File: src/rtl/vga_arb_pkg.sv
// Shared constants and types for the VGA write-port arbiter and its neighbours.
//   Default widths, screen geometry, background colour and the arbiter FSM state type.
package vga_arb_pkg;

    localparam int unsigned DEF_NUM_REQ  = 4;
    localparam int unsigned DEF_X_W      = 7;
    localparam int unsigned DEF_Y_W      = 7;
    localparam int unsigned DEF_COLOR_W  = 3;
    localparam int unsigned DEF_SCREEN_W = 128;
    localparam int unsigned DEF_SCREEN_H = 120;
    localparam logic [DEF_COLOR_W-1:0] DEF_BG_COLOR = 3'b000;

    typedef enum logic {
        ST_ARB   = 1'b0,
        ST_ERASE = 1'b1
    } state_t;

endpackage

File: src/rtl/rr_arbiter.sv
// Combinational round-robin priority search.
//   req    : per-requester request bits
//   ptr    : index with highest priority this cycle
//   grant  : one-hot winner (all zero when no request)
//   winner : index of the winning requester
//   valid  : at least one request present
module rr_arbiter
    import vga_arb_pkg::*;
#(
    parameter int unsigned NUM_REQ = DEF_NUM_REQ,
    parameter int unsigned PTR_W   = (NUM_REQ > 1) ? $clog2(NUM_REQ) : 1
) (
    input  logic [NUM_REQ-1:0] req,
    input  logic [PTR_W-1:0]   ptr,
    output logic [NUM_REQ-1:0] grant,
    output logic [PTR_W-1:0]   winner,
    output logic               valid
);

    // Walk from ptr upwards (mod NUM_REQ); the first asserted request wins.
    always_comb begin
        int unsigned idx;
        grant  = '0;
        winner = '0;
        valid  = 1'b0;
        idx    = 0;
        for (int unsigned off = 0; off < NUM_REQ; off++) begin
            idx = (32'(ptr) + off) % NUM_REQ;
            if (!valid && req[PTR_W'(idx)]) begin
                grant[PTR_W'(idx)] = 1'b1;
                winner             = PTR_W'(idx);
                valid              = 1'b1;
            end
        end
    end

endmodule

File: src/rtl/vga_write_arbiter.sv
// Shares the VGA adapter write port between the player and bee datapaths.
// Grants one plot request per cycle round-robin and registers the winner's
// x/y/colour onto the adapter port; on erase_req sweeps the whole screen with
// the background colour while blocking all requesters.
//   clk, reset        : clock, asynchronous active-high reset
//   req/req_x/y/color : packed per-requester plot requests (slice i = [i*W +: W])
//   grant             : one-hot accept, combinational from req while arbitrating
//   erase_req         : start full-screen erase (sampled while arbitrating)
//   erase_done        : pulses with the plot of the last erase pixel
//   busy              : high while the erase sweep runs
//   vga_x/y/colour/plot : registered adapter write port
module vga_write_arbiter
    import vga_arb_pkg::*;
#(
    parameter int unsigned NUM_REQ  = DEF_NUM_REQ,
    parameter int unsigned X_W      = DEF_X_W,
    parameter int unsigned Y_W      = DEF_Y_W,
    parameter int unsigned COLOR_W  = DEF_COLOR_W,
    parameter int unsigned SCREEN_W = DEF_SCREEN_W,
    parameter int unsigned SCREEN_H = DEF_SCREEN_H,
    parameter logic [COLOR_W-1:0] BG_COLOR = DEF_BG_COLOR
) (
    input  logic                       clk,
    input  logic                       reset,
    input  logic [NUM_REQ-1:0]         req,
    input  logic [NUM_REQ*X_W-1:0]     req_x,
    input  logic [NUM_REQ*Y_W-1:0]     req_y,
    input  logic [NUM_REQ*COLOR_W-1:0] req_color,
    output logic [NUM_REQ-1:0]         grant,
    input  logic                       erase_req,
    output logic                       erase_done,
    output logic                       busy,
    output logic [X_W-1:0]             vga_x,
    output logic [Y_W-1:0]             vga_y,
    output logic [COLOR_W-1:0]         vga_colour,
    output logic                       vga_plot
);

    localparam int unsigned PTR_W = (NUM_REQ > 1) ? $clog2(NUM_REQ) : 1;
    localparam int unsigned EX_W  = $clog2(SCREEN_W);
    localparam int unsigned EY_W  = $clog2(SCREEN_H);

    state_t             state_q, state_d;
    logic [PTR_W-1:0]   rr_ptr_q, rr_ptr_d;
    logic [EX_W-1:0]    ex_q, ex_d;
    logic [EY_W-1:0]    ey_q, ey_d;
    logic [X_W-1:0]     vga_x_d;
    logic [Y_W-1:0]     vga_y_d;
    logic [COLOR_W-1:0] vga_colour_d;
    logic               vga_plot_d;
    logic               erase_done_d;
    logic               busy_d;

    logic [NUM_REQ-1:0] arb_grant;
    logic [PTR_W-1:0]   arb_winner;
    logic               arb_valid;
    logic [X_W-1:0]     sel_x;
    logic [Y_W-1:0]     sel_y;
    logic [COLOR_W-1:0] sel_color;
    logic               sel_on_screen;

    rr_arbiter #(
        .NUM_REQ (NUM_REQ),
        .PTR_W   (PTR_W)
    ) u_rr (
        .req    (req),
        .ptr    (rr_ptr_q),
        .grant  (arb_grant),
        .winner (arb_winner),
        .valid  (arb_valid)
    );

    // Winner's payload slice and its visibility.
    assign sel_x         = req_x[32'(arb_winner) * X_W +: X_W];
    assign sel_y         = req_y[32'(arb_winner) * Y_W +: Y_W];
    assign sel_color     = req_color[32'(arb_winner) * COLOR_W +: COLOR_W];
    assign sel_on_screen = (32'(sel_x) < SCREEN_W) && (32'(sel_y) < SCREEN_H);

    // Next-state, grant and next output values.
    always_comb begin
        state_d      = state_q;
        rr_ptr_d     = rr_ptr_q;
        ex_d         = ex_q;
        ey_d         = ey_q;
        vga_x_d      = vga_x;
        vga_y_d      = vga_y;
        vga_colour_d = vga_colour;
        vga_plot_d   = 1'b0;
        erase_done_d = 1'b0;
        busy_d       = 1'b0;
        grant        = '0;

        case (state_q)
            ST_ARB: begin
                if (erase_req) begin
                    // Erase takes priority; same-cycle requests wait.
                    state_d = ST_ERASE;
                    ex_d    = '0;
                    ey_d    = '0;
                    busy_d  = 1'b1;
                end else if (arb_valid && !reset) begin
                    grant        = arb_grant;
                    rr_ptr_d     = (arb_winner == PTR_W'(NUM_REQ - 1)) ? '0
                                                                       : arb_winner + PTR_W'(1);
                    vga_x_d      = sel_x;
                    vga_y_d      = sel_y;
                    vga_colour_d = sel_color;
                    vga_plot_d   = sel_on_screen;
                end
            end

            ST_ERASE: begin
                vga_x_d      = X_W'(ex_q);
                vga_y_d      = Y_W'(ey_q);
                vga_colour_d = BG_COLOR;
                vga_plot_d   = 1'b1;
                busy_d       = 1'b1;
                if (ex_q == EX_W'(SCREEN_W - 1)) begin
                    ex_d = '0;
                    if (ey_q == EY_W'(SCREEN_H - 1)) begin
                        // Last pixel issued on this edge.
                        ey_d         = '0;
                        state_d      = ST_ARB;
                        erase_done_d = 1'b1;
                        busy_d       = 1'b0;
                    end else begin
                        ey_d = ey_q + EY_W'(1);
                    end
                end else begin
                    ex_d = ex_q + EX_W'(1);
                end
            end

            default: state_d = ST_ARB;
        endcase
    end

    // State and output registers.
    always_ff @(posedge clk or posedge reset) begin
        if (reset) begin
            state_q    <= ST_ARB;
            rr_ptr_q   <= '0;
            ex_q       <= '0;
            ey_q       <= '0;
            vga_x      <= '0;
            vga_y      <= '0;
            vga_colour <= '0;
            vga_plot   <= 1'b0;
            erase_done <= 1'b0;
            busy       <= 1'b0;
        end else begin
            state_q    <= state_d;
            rr_ptr_q   <= rr_ptr_d;
            ex_q       <= ex_d;
            ey_q       <= ey_d;
            vga_x      <= vga_x_d;
            vga_y      <= vga_y_d;
            vga_colour <= vga_colour_d;
            vga_plot   <= vga_plot_d;
            erase_done <= erase_done_d;
            busy       <= busy_d;
        end
    end

endmodule
File: config.mk
export PLATFORM = sky130hd
export DESIGN_NAME = vga_write_arbiter
export DESIGN_NICKNAME = d
export VERILOG_FILES = /design/src/rtl/vga_arb_pkg.sv /design/src/rtl/rr_arbiter.sv /design/src/rtl/vga_write_arbiter.sv
export SDC_FILE = /design/constraint.sdc
export NUM_CORES = 1
export LEC_CHECK = 0
export ABC_AREA = 1
export BUFFER_PORTS_ARGS = -buffer_cell sky130_fd_sc_hd__buf_2
export CORE_ASPECT_RATIO = 0.7
export CORE_MARGIN = 5
export CORE_UTILIZATION = 55
export DETAILED_ROUTE_END_ITERATION = 10
export GPL_TIMING_DRIVEN = 0
export PLACE_DENSITY = 0.87
export SLEW_MARGIN = 20
export SYNTH_ARGS = -nofsm -noshare
export SYNTH_HDL_FRONTEND = slang
export SYNTH_SLANG_ARGS = --single-unit
File: constraint.sdc
create_clock -name clk -period 5.5 [get_ports clk]
set_clock_uncertainty 0.05 [all_clocks]
set_input_delay 0.55 -clock clk [delete_from_list [all_inputs] [get_ports clk]]
set_output_delay 0.55 -clock clk [all_outputs]
set_load 0.03 [all_outputs]
==> flow_summary_export.csv <==
group,metric,value,unit
yosys,syn-num-nets,486,
yosys,yosysUniqueCellTypes,40,
final_layout,nets,591,
flow_run,max_cap_violations,0,
worst_hold_path,hp-class,"in2async",
yosys,yosys.area_share.simple,40.9,%
die,initial_utilization,57.7,%
clocking,clk_latency,0.29,ns
timing,tns,0,ns
worst_setup_path,cp-start-kind,"flip-flop",
timing,slew_violations,0,
pwr,powerDensity,394,nW/um2
place,gp_congestion,0.982,
final_layout,finish.utilization,71.2,%
clocking,htreeDepth,2,
die,die_w,95.1,um
global_routing,grt_max_degree,37,
timing,slew_headroom,51.8,%
detailed_routing,vias,3193,
clocking,cts_resized,0,
die,fp.dieArea,6620,um2
clocking,cts_sinks,36,
worst_setup_path,worstSetupPathType,"reg2out",
die,die_y,69.6,um
pwr,leakage,1.85,nW
worst_setup_path,crit_arrival,2.98,ns
final_layout,fin_cells,575,
die,row_count,21,
worst_setup_path,r2r_start,"rr_ptr_q[1]",
die,coreArea,4830,um2
yosys,synth_top_family_by_area,"simple AND/OR/NAND/NOR gates",
clocking,cts_tree,"done",
global_routing,grt_util_all_layers,25.9,%
place,place_inst,568,
yosys,synth_top_cell_by_area,"dfrtp_1",
pwr,irDropWorstVdd,0.225,mV
yosys,synth_top_area_share,32.3,%
final_layout,drive_gt1_share,28.5,%
yosys,synth_compound_area_share,10.9,%
worst_setup_path,timing.rr.end,"vga_plot",
timing,finalSetupViolations,0,
detailed_routing,drtIter0Drc,271,
worst_setup_path,crit_fanout,10,
timing,min_period_over_period,65.1,%
yosys,ys_warn_count,0,
yosys,synth.area.top_cells,"dfrtp_1 32%, nand2_1 17%, nand3_1 12%, inv_1 6.3%, ha_1 4.5%",
worst_setup_path,end_kind,"output pin",
yosys,syn_area,2790,um2
detailed_routing,drc,0,
clocking,clk_pin_slew_worst_paths,0.07,ns
final_layout,antenna_cells,0,
final_layout,fill_cells,418,
detailed_routing,drt-total-wl,8370,um
yosys,synth-xor-area-share,0.942,%
worst_setup_path,r2r_cells,15,
clocking,ctsHoldBuffers,0,
worst_setup_path,crit_required,4.90,ns
run_status,status,"finished, final reports clean",
yosys,syn_area_per_cell,6.95,um2
timing,period_needed,3.58,ns
yosys,synth_fa_ha_area_share,4.49,%
detailed_routing,wl_per_cell,14.6,um
yosys,synth.area.mux_share,0,%
detailed_routing,firstDrtPassIters,5,
place,dp_hpwl,6770,um
detailed_routing,vias_per_cell,5.55,
timing,rsz0062_at_grt,"no",
place,io_buffers,98,
detailed_routing,antenna_left,0,
global_routing,grt_pass1_wl,13600,um
timing,max_freq,279,MHz
timing,tightest_slew,0.722,ns
global_routing,grt_overflow_total,0,
worst_setup_path,reg2reg_setup_slack,2.75,ns
yosys,ys_ff_latch,36,
clocking,post_cts_buffers,0,
clocking,cts_buffer_depth,2,
global_routing,grt_antenna_before_repair,0,
yosys,syn_inst,401,
clocking,cts_root_buf,"clkbuf_8",
global_routing,first_global_vias,2922,
clocking,numCtsBuffers,5,
die,ioPinCount,99,
final_layout,area_growth,23.5,%
yosys,synth_seq_area_share,32.3,%
timing,hold_violations,0,
[logic make-up (layout without fill, tap and decap cells)]
family,Yosys count,after routing
AND/OR/NAND/NOR,241,241
flip-flops,36,36
AO/OA/AOI/OAI,44,44
XOR/XNOR,3,3
buffers and inverters,67,172
adder cells (fa/ha/maj),10,10
[critical path, cell delays in order, from the launching register on]
cell and delay (ns):
dfrtp_1 0.54, inv_2 0.18, ha_1 0.35, inv_1 0.12, nand3_1 0.11, nand2_1 0.21
o31ai_2 0.11, nor2_1 0.41, buf_2 0.32, nand2_1 0.08, inv_1 0.06, buf_2 0.19
[registers in the layout (all words and copies together), names as in the netlist]
register,cells
vga_y,7
ey_q,7
vga_x,7
erase_done,1
state_q,1
vga_plot,1
vga_colour,3
ex_q,7
rr_ptr_q,2
[how the worst max path moves through the flow]
stage                     slack [ns]        to        start
final                           1.92  grant[3]  rr_ptr_q[1]
after global routing            1.72  grant[3]  rr_ptr_q[1]
after CTS                       1.97  grant[1]  rr_ptr_q[1]
after detailed placement        2.30  grant[1]  rr_ptr_q[1]
after global placement          2.37  grant[0]  rr_ptr_q[1]
after floorplan                 2.81  grant[0]  rr_ptr_q[0]
[stage by stage]
stage	setup slack, ns	hold WS (ns)	power [mW]	cell area, um2
floorplan	2.81	0.420	0.967	2790
global placement	2.37	0.408	1.15	3370
detailed placement	2.30	0.416	1.17	3370
CTS	1.97	0.358	1.35	3440
global route	1.72	0.402	1.46	3440
finish	1.92	0.340	1.36	3440
[cell usage after synthesis]
| cell type | number |
|---|---|
| nand3_1 | 67 |
| nand4_4 | 1 |
| nand2_4 | 4 |
| nand4_1 | 1 |
| nand2_8 | 1 |
| nand3b_1 | 3 |
| xor2_1 | 2 |
| nand3_2 | 5 |
| xnor2_1 | 1 |
| buf_6 | 2 |
| dfrtp_1 | 36 |
| nor2_2 | 2 |
| inv_4 | 2 |
| buf_2 | 5 |
| clkinv_1 | 1 |
| o31ai_2 | 1 |
| o21ai_1 | 1 |
| a31oi_1 | 2 |
| a41oi_1 | 1 |
| nand2_1 | 127 |
| o21ai_0 | 7 |
| o31ai_1 | 1 |
| clkbuf_1 | 2 |
| o22ai_1 | 4 |
| o221ai_1 | 3 |
| a21oi_2 | 1 |
| nor2_1 | 17 |
| ha_1 | 10 |
| nor2_4 | 2 |
| a22o_1 | 1 |
| o32ai_1 | 3 |
| a21oi_1 | 6 |
| a22oi_1 | 2 |
| inv_1 | 47 |
| o211ai_1 | 11 |
| buf_4 | 4 |
| nand2_2 | 5 |
| nor4_1 | 2 |
| nor3_1 | 4 |
| inv_2 | 4 |
[metal layers]
layer / wire length (um) / up-vias / global-route usage, %
li1: - / 1526 / -
met1: 3520 / 1445 / 36.7
met2: 3670 / 198 / 39.1
met3: 1050 / 24 / 7.48
met4: 133 / 0 / 5.12
met5: 0 / - / 0
[cell type report]
| type | count | area (um2) | share of cell area, % |
|---|---|---|---|
| clock inverter | 1 | 5.00 | 0.145 |
| inverter | 54 | 208 | 6.03 |
| multi-input combinational | 298 | 1600 | 46.3 |
| clock buffer | 6 | 72.6 | 2.11 |
| timing repair buffer | 98 | 490 | 14.2 |
| tap | 69 | 86.3 | 2.51 |
| buffer | 13 | 85.1 | 2.47 |
| sequential | 36 | 901 | 26.2 |
[cells in the final DEF, fill, tap and decap left out, types with 5 or more instances in the layout]
master and instances:
nand3_2 5, o21ai_0 7, ha_1 10, inv_1 46
buf_2 103, inv_2 5, o211ai_1 11, dfrtp_1 36
nor2_1 17, nand3_1 67, nand2_2 5, a21oi_1 6
clkbuf_8 5, nand2_1 127
[power breakdown]
part / internal, mW / switching (mW) / total, mW
clock: 0.0860 / 0.0891 / 0.175
sequential: 0.362 / 0.0780 / 0.440
combinational: 0.254 / 0.489 / 0.743
total: 0.702 / 0.656 / 1.36
Power figures use the tool's default switching activity.
